**config.mk**
```make
export PLATFORM = sky130hd
export DESIGN_NAME = ritc_dac_servo_flat
export DESIGN_NICKNAME = d
export VERILOG_FILES = /design/src/rtl/ritc_dac_servo_pkg.sv /design/src/rtl/ritc_dac_servo_if.sv /design/src/rtl/ritc_dac_servo_step.sv /design/src/rtl/ritc_dac_servo.sv /design/src/flat_wrapper.sv
export SDC_FILE = /design/constraint.sdc
export NUM_CORES = 1
export LEC_CHECK = 0
export BUFFER_PORTS_ARGS = -buffer_cell sky130_fd_sc_hd__buf_2
export CAP_MARGIN = 20
export CORE_ASPECT_RATIO = 1.1
export CORE_MARGIN = 8
export CORE_UTILIZATION = 45
export CTS_CLUSTER_DIAMETER = 30
export CTS_CLUSTER_SIZE = 40
export DETAILED_ROUTE_END_ITERATION = 16
export PLACE_DENSITY_LB_ADDON = 0.05
export SYNTH_ARGS = -nofsm -noshare
export SYNTH_HDL_FRONTEND = slang
export SYNTH_HIERARCHICAL = 1
export SYNTH_SLANG_ARGS = --single-unit
export TNS_END_PERCENT = 10
```
**constraint.sdc**
```tcl
create_clock -name clk_i -period 4.6 [get_ports clk_i]
set_input_delay 0.46 -clock clk_i [delete_from_list [all_inputs] [get_ports clk_i]]
set_output_delay 0.46 -clock clk_i [all_outputs]
set_load 0.01 [all_outputs]
```
**src/rtl/ritc_dac_servo_pkg.sv**
```systemverilog
// Shared definitions for the RITC DAC threshold servo.
// Contents: DAC/scaler widths, the DAC full-scale code, the RITC count and
// the servo FSM state type. Imported by every other file of the block.
package ritc_dac_servo_pkg;

    localparam int           DAC_BITS    = 12;
    localparam logic [11:0]  DAC_MAX     = 12'hFFF;
    localparam int           SCALER_BITS = 16;
    localparam int           NUM_RITC    = 2;

    typedef enum logic [2:0] {
        ST_IDLE    = 3'd0,
        ST_CALC    = 3'd1,
        ST_WR_R0   = 3'd2,
        ST_WR_R1   = 3'd3,
        ST_UPDATE  = 3'd4,
        ST_WAIT_HI = 3'd5,
        ST_WAIT_LO = 3'd6
    } state_t;

endpackage

```
**src/rtl/ritc_dac_servo_if.sv**
```systemverilog
// Servo port between the threshold servo and the dual-RITC DAC block.
// Signals:
//   servo_addr   RITC select for servo_wr (0=R0, 1=R1)
//   servo_wr     one-cycle DAC RAM write strobe
//   servo_update one-cycle request to reload the DACs
//   servo        12-bit binary servo word
//   loader_busy  serial loader busy, returned by the DAC block
// Modports: master = servo side, slave = DAC block side.
interface ritc_dac_servo_if;
    import ritc_dac_servo_pkg::*;

    logic                servo_addr;
    logic                servo_wr;
    logic                servo_update;
    logic [DAC_BITS-1:0] servo;
    logic                loader_busy;

    modport master (
        output servo_addr, servo_wr, servo_update, servo,
        input  loader_busy
    );

    modport slave (
        input  servo_addr, servo_wr, servo_update, servo,
        output loader_busy
    );

endinterface

```
**src/rtl/ritc_dac_servo_step.sv**
```systemverilog
// Combinational servo step for one RITC: builds the no-change band
// [target-deadband, target+deadband] clamped to the 16-bit scaler range,
// compares the window count against it and moves the DAC word up or down
// by one step, saturating at 0 and DAC_MAX.
// Ports: count_i, target_i, deadband_i (16 b), value_i (12 b current word),
//        value_o (12 b next word).
// Config macro: RITC_DAC_SERVO_PROP_EN selects a step proportional to the
// band violation (excess>>4, clamped to 1..255) instead of the constant STEP.
module ritc_dac_servo_step
    import ritc_dac_servo_pkg::*;
#(
    parameter logic [11:0] STEP = 12'd8
) (
    input  logic [SCALER_BITS-1:0] count_i,
    input  logic [SCALER_BITS-1:0] target_i,
    input  logic [SCALER_BITS-1:0] deadband_i,
    input  logic [DAC_BITS-1:0]    value_i,
    output logic [DAC_BITS-1:0]    value_o
);

    logic [SCALER_BITS:0]   hi_sum;
    logic [SCALER_BITS:0]   lo_dif;
    logic [SCALER_BITS-1:0] hi_bound;
    logic [SCALER_BITS-1:0] lo_bound;
    logic                   above;
    logic                   below;
    logic [DAC_BITS-1:0]    step;
    logic [DAC_BITS:0]      up_sum;
    logic [DAC_BITS:0]      dn_dif;
`ifdef RITC_DAC_SERVO_PROP_EN
    logic [SCALER_BITS-1:0] excess;
    logic [DAC_BITS-1:0]    excess_shr;
`endif

    always_comb begin
        // 17-bit arithmetic so the band edges clamp instead of wrapping
        hi_sum   = {1'b0, target_i} + {1'b0, deadband_i};
        lo_dif   = {1'b0, target_i} - {1'b0, deadband_i};
        hi_bound = hi_sum[SCALER_BITS] ? {SCALER_BITS{1'b1}} : hi_sum[SCALER_BITS-1:0];
        lo_bound = lo_dif[SCALER_BITS] ? '0 : lo_dif[SCALER_BITS-1:0];
        above    = count_i > hi_bound;
        below    = count_i < lo_bound;

`ifdef RITC_DAC_SERVO_PROP_EN
        excess     = above ? (count_i - hi_bound) : (lo_bound - count_i);
        excess_shr = excess[SCALER_BITS-1:4];
        step       = (excess_shr > 12'd255) ? 12'd255 : excess_shr;
        if (step == 12'd0) begin
            step = 12'd1;
        end
`else
        step = STEP;
`endif

        up_sum = {1'b0, value_i} + {1'b0, step};
        dn_dif = {1'b0, value_i} - {1'b0, step};

        value_o = value_i;
        if (above) begin
            value_o = up_sum[DAC_BITS] ? DAC_MAX : up_sum[DAC_BITS-1:0];
        end else if (below) begin
            value_o = dn_dif[DAC_BITS] ? '0 : dn_dif[DAC_BITS-1:0];
        end
    end

endmodule

```
**src/rtl/ritc_dac_servo.sv**
```systemverilog
// Closed-loop threshold servo for the dual-RITC DAC block.
// Each accepted scaler window steps both RITC DAC words toward the target
// band, writes them into the DAC RAM servo slot (R0 then R1), pulses one
// update and waits for the serial loader to start and finish.
// Ports:
//   clk_i, rst_i          clock, synchronous active-high reset
//   enable_i              servo active; when low windows are ignored uncounted
//   pause_i / paused_o    hold request, acknowledged only while idle
//   target_i, deadband_i  desired window count and half-width of the band
//   scaler_valid_i        one-cycle strobe qualifying scaler_R0_i/scaler_R1_i
//   dac                   servo port to the DAC block (ritc_dac_servo_if.master)
//   value_R0_o/value_R1_o current servoed words
//   missed_o              dropped windows, saturating at 255
// Config macro: RITC_DAC_SERVO_PROP_EN (proportional step, see _step).
module ritc_dac_servo
    import ritc_dac_servo_pkg::*;
#(
    parameter logic [11:0] INIT_VALUE   = 12'd2048,
    parameter logic [11:0] STEP         = 12'd8,
    parameter logic [3:0]  BUSY_TIMEOUT = 4'd8
) (
    input  logic                   clk_i,
    input  logic                   rst_i,
    input  logic                   enable_i,
    input  logic                   pause_i,
    output logic                   paused_o,
    input  logic [SCALER_BITS-1:0] target_i,
    input  logic [SCALER_BITS-1:0] deadband_i,
    input  logic                   scaler_valid_i,
    input  logic [SCALER_BITS-1:0] scaler_R0_i,
    input  logic [SCALER_BITS-1:0] scaler_R1_i,
    ritc_dac_servo_if.master       dac,
    output logic [DAC_BITS-1:0]    value_R0_o,
    output logic [DAC_BITS-1:0]    value_R1_o,
    output logic [7:0]             missed_o
);

    state_t                 state_reg, state_next;
    logic [3:0]             tmo_cnt_reg;
    logic [7:0]             missed_reg;
    logic [DAC_BITS-1:0]    value_reg  [NUM_RITC];
    logic [DAC_BITS-1:0]    value_next [NUM_RITC];
    logic [SCALER_BITS-1:0] scaler_w   [NUM_RITC];
    logic                   accept;
    logic                   drop;
    logic                   wr_w, addr_w, update_w;
    logic [DAC_BITS-1:0]    servo_w;

    assign scaler_w[0] = scaler_R0_i;
    assign scaler_w[1] = scaler_R1_i;

    // A window is only consumed from IDLE with no pause; any other enabled
    // window is lost and counted.
    assign accept = scaler_valid_i && enable_i && (state_reg == ST_IDLE) && !pause_i;
    assign drop   = scaler_valid_i && enable_i && !accept;

    genvar gi;
    generate
        for (gi = 0; gi < NUM_RITC; gi++) begin : g_ritc
            ritc_dac_servo_step #(.STEP(STEP)) u_step (
                .count_i    (scaler_w[gi]),
                .target_i   (target_i),
                .deadband_i (deadband_i),
                .value_i    (value_reg[gi]),
                .value_o    (value_next[gi])
            );

            always_ff @(posedge clk_i) begin
                if (rst_i) begin
                    value_reg[gi] <= INIT_VALUE;
                end else if (state_reg == ST_CALC) begin
                    value_reg[gi] <= value_next[gi];
                end
            end
        end
    endgenerate

    always_ff @(posedge clk_i) begin
        if (rst_i) begin
            state_reg   <= ST_IDLE;
            tmo_cnt_reg <= '0;
            missed_reg  <= '0;
        end else begin
            state_reg   <= state_next;
            // Counts cycles spent in WAIT_HI; cleared everywhere else.
            tmo_cnt_reg <= (state_reg == ST_WAIT_HI) ? tmo_cnt_reg + 4'd1 : 4'd0;
            if (drop && (missed_reg != 8'hFF)) begin
                missed_reg <= missed_reg + 8'd1;
            end
        end
    end

    always_comb begin
        state_next = state_reg;
        wr_w       = 1'b0;
        addr_w     = 1'b0;
        update_w   = 1'b0;
        servo_w    = '0;
        case (state_reg)
            ST_IDLE:   if (accept) state_next = ST_CALC;
            ST_CALC:   state_next = ST_WR_R0;
            ST_WR_R0: begin
                wr_w       = 1'b1;
                servo_w    = value_reg[0];
                state_next = ST_WR_R1;
            end
            ST_WR_R1: begin
                wr_w       = 1'b1;
                addr_w     = 1'b1;
                servo_w    = value_reg[1];
                state_next = ST_UPDATE;
            end
            ST_UPDATE: begin
                update_w   = 1'b1;
                state_next = ST_WAIT_HI;
            end
            ST_WAIT_HI: begin
                // Give up on the loader after BUSY_TIMEOUT cycles so a
                // missing busy cannot stall the servo forever.
                if (dac.loader_busy || (tmo_cnt_reg == BUSY_TIMEOUT - 4'd1)) begin
                    state_next = ST_WAIT_LO;
                end
            end
            ST_WAIT_LO: if (!dac.loader_busy) state_next = ST_IDLE;
            default:   state_next = ST_IDLE;
        endcase
    end

    assign dac.servo_wr     = wr_w;
    assign dac.servo_addr   = addr_w;
    assign dac.servo_update = update_w;
    assign dac.servo        = servo_w;
    assign paused_o         = (state_reg == ST_IDLE) && pause_i;
    assign value_R0_o       = value_reg[0];
    assign value_R1_o       = value_reg[1];
    assign missed_o         = missed_reg;

endmodule

```
**src/flat_wrapper.sv**
```systemverilog
// flat-port wrapper written by rule: the top's interface ports become plain ports
module ritc_dac_servo_flat import ritc_dac_servo_pkg::*;
#(
    parameter logic [11:0] INIT_VALUE   = 12'd2048,
    parameter logic [11:0] STEP         = 12'd8,
    parameter logic [3:0]  BUSY_TIMEOUT = 4'd8
)
  (clk_i, rst_i, enable_i, pause_i, paused_o, target_i, deadband_i, scaler_valid_i, scaler_R0_i, scaler_R1_i, value_R0_o, value_R1_o, missed_o, dac_servo_addr, dac_servo_wr, dac_servo_update, dac_servo, dac_loader_busy);
  ritc_dac_servo_if dac_i ();
  input  logic clk_i;
  input  logic rst_i;
  input  logic enable_i;
  input  logic pause_i;
  output logic paused_o;
  input  logic [SCALER_BITS-1:0] target_i;
  input  logic [SCALER_BITS-1:0] deadband_i;
  input  logic scaler_valid_i;
  input  logic [SCALER_BITS-1:0] scaler_R0_i;
  input  logic [SCALER_BITS-1:0] scaler_R1_i;
  output logic [DAC_BITS-1:0] value_R0_o;
  output logic [DAC_BITS-1:0] value_R1_o;
  output logic [7:0] missed_o;
  output wire logic [$bits(dac_i.servo_addr)-1:0] dac_servo_addr;
  output wire logic [$bits(dac_i.servo_wr)-1:0] dac_servo_wr;
  output wire logic [$bits(dac_i.servo_update)-1:0] dac_servo_update;
  output wire logic [$bits(dac_i.servo)-1:0] dac_servo;
  input wire logic [$bits(dac_i.loader_busy)-1:0] dac_loader_busy;
  assign dac_servo_addr = dac_i.servo_addr;
  assign dac_servo_wr = dac_i.servo_wr;
  assign dac_servo_update = dac_i.servo_update;
  assign dac_servo = dac_i.servo;
  assign dac_i.loader_busy = dac_loader_busy;
  ritc_dac_servo #(.INIT_VALUE(INIT_VALUE), .STEP(STEP), .BUSY_TIMEOUT(BUSY_TIMEOUT)) u_core (.clk_i(clk_i), .rst_i(rst_i), .enable_i(enable_i), .pause_i(pause_i), .paused_o(paused_o), .target_i(target_i), .deadband_i(deadband_i), .scaler_valid_i(scaler_valid_i), .scaler_R0_i(scaler_R0_i), .scaler_R1_i(scaler_R1_i), .dac(dac_i), .value_R0_o(value_R0_o), .value_R1_o(value_R1_o), .missed_o(missed_o));
endmodule
```
==> flow_summary.json <==
{
  "grt_usage_pct": 20.3,
  "drt-initial-drc-count": 397,
  "portBuffers": 117,
  "initial_core_util_pct": 46.1,
  "violations": "setup timing",
  "async_flop_share_pct": 0,
  "n_antenna_cell": 0,
  "irDropWorstVdd_v": 0.000127,
  "syn-cell-area_sq_um": 7570,
  "fin_crit_sh_pct": 102,
  "drtPass1Iterations": 5,
  "clkLatencyLatePin_ns": 0.28,
  "tns_ns": -0.194,
  "grt_remaining_overflow": 0,
  "clock-sinks": 39,
  "drive_above_1_share_pct": 33.9,
  "cap_violations": 0,
  "crit_path_cell_trace": "buf_6 > inv_4 > ha_4 > or3_4 > or3_1 > o221a_2 > o211ai_1 > o21a_4 > nor2_2 > ha_1 > nand4_1 > a2111oi_4 > o21ai_2 > a31oi_4 > buf_6 > nor2_8 > buf_6 > a311oi_2 > a31oi_1 > and2_1",
  "vias_per_cell": 5.61,
  "cts_tree": "built",
  "clockBufferDepth": 2,
  "tightest_slew_ns": 1.07,
  "clock.fmax_mhz": 214,
  "antenna_left": 0,
  "rsz0062_at_grt": "yes",
  "cp-end-kind": "flop",
  "ys_top_cells_by_count": "ha_1, nor2_1, a21oi_1",
  "ys.warnings.count": 6,
  "crit_start": "deadband_i[10]",
  "cp_common_cell": "buf_6",
  "path_clk_slew_ns": 0.06,
  "min_period_ns": 4.68,
  "status": "finished, violations left",
  "min_from": "u_core/tmo_cnt_reg[0]",
  "place.gp.congestion": 0.887,
  "busiest_layer": "met2",
  "vias": 8227,
  "synth_area_leaders": "ha_1, edfxtp_1, nor2_1, a21oi_1, dfxtp_1",
  "crit_path_start_kind": "primary input",
  "die_w_um": 140,
  "drcViolationCount": 0,
  "fin_ws_ns": -0.0767,
  "totalWireLength_um": 23500,
  "synth_area_per_cell_sq_um": 7.58,
  "slowest_delay_ns": 0.46,
  "io_pins": 118,
  "finalPower_w": 0.00227,
  "largest_reg_flops": 24,
  "synthCells": 999,
  "grt_pass1_vias": 7932,
  "cp.required_ns": 4.64,
  "fillers": 1504,
  "cts_max_level": 2,
  "drv_slew": 0,
  "crit_path_max_fanout": 7,
  "ys_seq_area_share_pct": 13.5,
  "hpwl_um": 18500,
  "wire_per_inst_um": 16.0,
  "antenna_found_initial": 4,
  "stdcell_area_sq_um": 10600,
  "area_growth_pct": 39.5,
  "fp.dieH_um": 152,
  "synth_top_cell_area_share_pct": 21.8,
  "yosysTopAreaCell": "ha_1",
  "crit-reg2reg-launch": "u_core/value_reg[0][5]",
  "leakage_nw": 4.78,
  "cts-root-buf": "clkbuf_16",
  "hold_viol": 0,
  "finalNonFillerCells": 1466,
  "synth_most_common_cell": "ha_1",
  "use_met2_pct": 36.9,
  "syn-num-nets": 1205,
  "final.setup_skew_ns": 0.00539,
  "slowest_stage": "o211ai_1",
  "numCtsBuffers": 5,
  "dieArea_sq_um": 21200,
  "grt_max_degree": 25,
  "min_path_type": "flop to flop",
  "p_sw_w": 0.000901,
  "rows": 49,
  "grt_use_met1_pct": 24.8,
  "ys.flop_type": "edfxtp_1",
  "ys_seq_elements": 39,
  "dpl-instance-area_sq_um": 9420,
  "setup_viol": 5,
  "clockPowerShare_pct": 18.7,
  "share_comb_of_total_power_pct": 62.2,
  "grt_pass1_wl_um": 36900,
  "slew-limit-headroom_pct": 28.9,
  "yosysUniqueCellTypes": 87,
  "final_nets": 1467,
  "core-area_sq_um": 16400,
  "synth_edf_count": 24,
  "switching_share_pct": 39.7,
  "grt_use_met3_pct": 3.26,
  "dp.cells": 1436,
  "power.density_nw_per_um2": 215,
  "p_seq_share_pct": 19.0,
  "arrival_ns": 4.71,
  "internal_power_w": 0.00137,
  "path_class": "primary input to flop"
}
power by group through the flow:
stage	registers, W	logic (W)	clock network [W]
after floorplan	0.000422	0.000774	0
final	0.000432	0.00141	0.000426
after global placement	0.000438	0.00118	0
after CTS	0.000431	0.00121	0.000436
after global routing	0.000435	0.00156	0.000452
after detailed placement	0.000439	0.00118	0
layout make-up:
cell class | count | area (sq um) | share of cell area [%]
Clock buffer | 7 | 154 | 1.46
Clock inverter | 1 | 30.0 | 0.284
Inverter | 79 | 307 | 2.90
Multi-Input combinational cell | 845 | 6800 | 64.4
Sequential cell | 39 | 1020 | 9.66
Tap cell | 204 | 255 | 2.42
Timing Repair Buffer | 291 | 1990 | 18.9
logic make-up after synthesis:
| logic type | count (synthesis) | synth area share, % |
|---|---|---|
| DFF | 39 | 13.5 |
| adders and majority gates | 136 | 22.9 |
| AOI/OAI and AO/OA | 259 | 24.1 |
| xor gates and xnor gates | 37 | 4.28 |
| buffers and inverters | 116 | 6.57 |
| and+or+nand+nor | 394 | 26.4 |
| muxes | 18 | 2.38 |
worst max-delay path: cells and delay by family:
family | cells | cell delay [ns]
AND/OR/NAND/NOR | 6 | 1.16
buffers and inverters | 4 | 0.43
AO/OA/AOI/OAI | 8 | 2.17
adder cells (fa/ha/maj) | 2 | 0.48
routing by layer:
| layer | part of all wire [%] | up-vias |
|---|---|---|
| met5 | 0.23 | - |
| met4 | 0.80 | 8 |
| met3 | 5.4 | 22 |
| met2 | 50 | 182 |
| met1 | 43 | 3833 |
| li1 | - | 4182 |
cell usage in the layout, fill, tap and decap left out, types with 20 or more instances in the layout:
cell	n
nand2_1	62
inv_1	74
buf_2	110
nand2b_1	21
edfxtp_1	24
nand4_1	21
buf_4	161
xnor2_1	22
ha_4	20
nor2_1	108
ha_1	107
a21oi_1	70
nand3_1	35
nor3_1	21
and2_1	29
o21ai_0	24
repair_timing:
| item | 4_1_cts | 5_1_grt |
|---|---|---|
| hold buffers | 0 | 0 |
| gates cloned | 0 | 3 |
| hold endpoints to repair | 0 | 0 |
| pin swaps | 5 | 76 |
| buffers inserted | 1 | 18 |
| resized for setup | 10 | 157 |
| endpoints found under the setup margin | 11 | 24 |
through the flow:
stage / util (%) / hold slack, ns / setup WS (ns)
after floorplan: - / 0.418 / -0.110
after global placement: 57.3 / 0.435 / -0.567
after detailed placement: 57.3 / 0.446 / -0.570
after CTS: 58.8 / 0.459 / 0.0249
after global routing: 64.3 / 0.473 / -0.217
final: 64.3 / 0.454 / -0.0767
final timing paths:
check | to | slack (ns) | cells after the start
max | u_core/value_reg[0][8] | -0.08 | 20
min | u_core/tmo_cnt_reg[0] | 0.45 | 1
max reg2reg | u_core/value_reg[0][5] | 2.02 | 9
min reg2reg | u_core/tmo_cnt_reg[0] | 0.45 | 1
(Power assumes the default switching activity.)
